### config.mk
export PLATFORM = sky130hd
export DESIGN_NAME = cla
export DESIGN_NICKNAME = d
export VERILOG_FILES = /design/src/rtl/cla.sv
export SDC_FILE = /design/constraint.sdc
export NUM_CORES = 1
export LEC_CHECK = 0
export ABC_AREA = 1
export CAP_MARGIN = 10
export CORE_AREA = 4 4 41 43
export CTS_BUF_LIST = sky130_fd_sc_hd__clkbuf_8
export DETAILED_ROUTE_END_ITERATION = 10
export DIE_AREA = 0 0 45 47
export PLACE_DENSITY = 0.72
export SYNTH_ARGS = -nofsm -noshare
export SYNTH_HDL_FRONTEND = slang
export SYNTH_SLANG_ARGS = --single-unit
### constraint.sdc
create_clock -name clk -period 0.8 [get_ports clk]
set_input_delay 0.16 -clock clk [delete_from_list [all_inputs] [get_ports clk]]
set_output_delay 0.16 -clock clk [all_outputs]
set_load 0.03 [all_outputs]
### src/rtl/cla.sv
// cla: registered two-level carry-lookahead adder built from 4-bit lookahead slices
module cla #(
  parameter int WIDTH = 4
) (
  input  logic             clk,
  input  logic             rst_n,
  input  logic [WIDTH-1:0] A,
  input  logic [WIDTH-1:0] B,
  input  logic             Cin,
  output logic [WIDTH-1:0] Sum,
  output logic             Cout,
  output logic             Pg,
  output logic             Gg,
  output logic             Ovf
);
  localparam int NS = WIDTH / 4;
  logic [WIDTH-1:0] g, p, c, sum_d, sum_q;
  logic [NS-1:0] sp, sg;
  logic [NS:0] sc;
  logic acc, pa, pg_d, gg_d, cout_d, ovf_d, pg_q, gg_q, cout_q, ovf_q;
  assign g = A & B;
  assign p = A ^ B;
  for (genvar s = 0; s < NS; s++) begin : g_slice
    logic [3:0] ps, gs;
    logic ci;
    assign ps = p[4*s +: 4];
    assign gs = g[4*s +: 4];
    assign ci = sc[s];
    assign c[4*s]   = ci;
    assign c[4*s+1] = gs[0] | (ps[0] & ci);
    assign c[4*s+2] = gs[1] | (ps[1] & gs[0]) | (ps[1] & ps[0] & ci);
    assign c[4*s+3] = gs[2] | (ps[2] & gs[1]) | (ps[2] & ps[1] & gs[0]) | (ps[2] & ps[1] & ps[0] & ci);
    assign sp[s] = &ps;
    assign sg[s] = gs[3] | (ps[3] & gs[2]) | (ps[3] & ps[2] & gs[1]) | (ps[3] & ps[2] & ps[1] & gs[0]);
  end
  // second-level lookahead: each slice carry-in is an independent sum of products over slice P/G and Cin
  always_comb begin
    sc = '0;
    sc[0] = Cin;
    acc = 1'b0;
    pa = 1'b1;
    for (int k = 1; k <= NS; k++) begin
      acc = 1'b0;
      pa = 1'b1;
      for (int j = k - 1; j >= 0; j--) begin
        acc = acc | (sg[j] & pa);
        pa = pa & sp[j];
      end
      sc[k] = acc | (pa & Cin);
    end
    gg_d = acc;
    pg_d = pa;
    cout_d = sc[NS];
    sum_d = p ^ c;
    ovf_d = (A[WIDTH-1] == B[WIDTH-1]) & (sum_d[WIDTH-1] != A[WIDTH-1]);
  end
  // output registers, cleared immediately by reset
  always_ff @(posedge clk or negedge rst_n) begin
    if (!rst_n) begin
      sum_q  <= '0;
      cout_q <= 1'b0;
      pg_q   <= 1'b0;
      gg_q   <= 1'b0;
      ovf_q  <= 1'b0;
    end else begin
      sum_q  <= sum_d;
      cout_q <= cout_d;
      pg_q   <= pg_d;
      gg_q   <= gg_d;
      ovf_q  <= ovf_d;
    end
  end
  assign Sum  = sum_q;
  assign Cout = cout_q;
  assign Pg   = pg_q;
  assign Gg   = gg_q;
  assign Ovf  = ovf_q;
endmodule

==> results.yml <==
outcome:
  status: "complete, but fails checks"
  violations: "setup timing"
worst_setup_path:
  critPathMaxStageDelay_ns: 0.23
  critPathMaxFanout: 6
  crit_family: "simple AND/OR/NAND/NOR gates"
  critical_path_arrival_ns: 1.03
  worst_ep_required_time_ns: 0.91
  cp_cell_sequence: "buf_6 > ha_4 > or2_0 > nand2_2 > nand3_2 > nand2_1 > nor2_1"
  crit_buf_inv: 1
  start_kind: "primary input"
  end_kind: "flip-flop"
  path_class: "in -> reg"
  slowest_stage: "ha_4"
sta:
  max_freq_mhz: 1090
  worst_slew_pin_slew_ns: 0.329
  min_period_over_period: 1.15
  slew_viol_final: 0
  finalWorstSetupSlack_ns: -0.120
  rsz0062_at_grt: "true"
  hold_viol: 0
  setup_violations: 12
  slew_headroom: 0.780
  fin_crit_ns: 0.920
clock_network:
  clock_path_buffers: 2
  cts_tree: "built"
  numCtsBuffers: 3
  cts_htree_levels: 1
  cts-root-buf: "clkbuf_8"
  holdBufCountCts: 0
  clock_sinks: 8
  clkTransAtPathRegs_ns: 0.04
hold_path:
  hp-class: "in -> async"
global_routing:
  antenna_found_initial: 0
  grt_max_degree: 9
  grt_usage: 0.101
  overflow: 0
  grt_first_pass_wirelength_mm: 1.46
  grt_pass1_vias: 371
finish:
  final_util: 0.591
  stdcell_count: 85
  final_cell_mix: "buf_6 (12), dfrtp_1 (8), nand2_1 (7)"
  final_common_cell: "buf_6"
  layout-drive-gt1-share: 0.571
  multi_input_comb_area_sq_um: 265
  nNetsFinal: 88
  area_growth_pct: 85.2
  fin_area_sq_um: 769
  fill_cells: 130
  n_antenna_cell: 0
  register_area_sq_um: 200
synthesis:
  synth_cell_types: 16
  syn_area_sq_um: 415
  ys_dominant_reg_cell: "dfrtp_1"
  synth_nets: 60
  synthCells: 44
  yosysWarnings: 0
  synth_edf_count: 0
  syn_avg_cell_area_sq_um: 9.44
  ys_seq_area_frac: 0.482
  ys_seq_elements: 8
  async_flop_share: 1.00
floorplanning:
  ios: 19
  die-area_sq_um: 2120
  core_area_sq_um: 1300
  start_util: 0.319
  chipHeight_microns: 47
  die_w_microns: 45
  fp-row-count: 13
route:
  firstDrtPassIters: 2
  drtAntennaViolNets: 0
  initialDrtViolationCount: 2
  via_per_inst: 4.62
  wl_per_cell_microns: 10.1
  vias: 393
  remaining_drc_errors: 0
  finalWirelength_microns: 862
power_and_ir_drop:
  p_per_area_nw_per_um2: 1930
  finalPower_w: 0.00149
  peakVddDrop_mv: 0.786
  p_leak_nw: 0.368
placement:
  dp_hpwl_microns: 660
  gp_congestion: 0.742
  port-buffer-count: 18
  place_inst: 82
  post-place-ws_ns: -0.696
  place_area_sq_um: 688
flow_run:
  max-cap-violations: 0
-- where the power goes --
part	internal (W)	switching (W)	total (W)
Combinational	0.000254	0.000279	0.000533
Sequential	0.000464	0.0000243	0.000489
Clock	0.000324	0.000140	0.000464
Total	0.00104	0.000444	0.00149
-- worst paths after layout --
path	startpoint	to	slack (ns)	depth (start not counted)
max	A[2]	Ovf	-0.12	7
min	rst_n	Sum[0]	0.20	1
max in group asynchronous	rst_n	Ovf	0.35	1
min in group clk	A[3]	Ovf	0.33	4
-- area by class of cell --
class                   instances  share of cell area
inverters                       7              0.0504
well taps                      15              0.0244
clock buffers                   3              0.0537
repair buffers                 23               0.267
multi-input cells              29               0.345
flip-flops and latches          8               0.260
-- metrics by stage --
stage / setup TNS (ns) / hold WS [ns]
floorplan: -0.602 / -0.136
global placement: -5.00 / 0.443
detailed placement: -5.07 / 0.448
CTS: -1.02 / 0.207
global route: -1.27 / 0.239
finish: -0.910 / 0.201
-- kinds of logic after synthesis --
family / synth area share
xor+xnor: 0.0422
simple gates: 0.178
compound gates: 0.0663
flops: 0.482
buf+inv: 0.0632
fa+ha+maj: 0.169
-- cells in the mapped netlist, types with 2 or more instances --
master | number | area share
ha_1 | 4 | 0.12
o21ai_1 | 2 | 0.024
nand3_1 | 2 | 0.024
nand2_1 | 9 | 0.081
a21oi_1 | 2 | 0.024
nor2_1 | 3 | 0.027
dfrtp_1 | 8 | 0.48
inv_1 | 6 | 0.054
-- metal layers --
| metal | routed length [microns] | global-route usage |
|---|---|---|
| met4 | 28 | 0.123 |
| met2 | 401 | 0.167 |
| met5 | 0 | 0 |
| met3 | 97 | 0.0153 |
| met1 | 335 | 0.0988 |
-- sequential cells by signal, indices dropped and copies added, names as in the netlist --
register  count
Pg            1
Ovf           1
Sum           4
Gg            1
Cout          1
-- repair_timing --
| action | 4_1_cts | 5_1_grt |
|---|---|---|
| pin swaps | 12 | 12 |
| buffers inserted | 0 | 0 |
| setup endpoints to repair | 16 | 14 |
| resized for setup | 47 | 6 |
(Power assumes the default switching activity.)
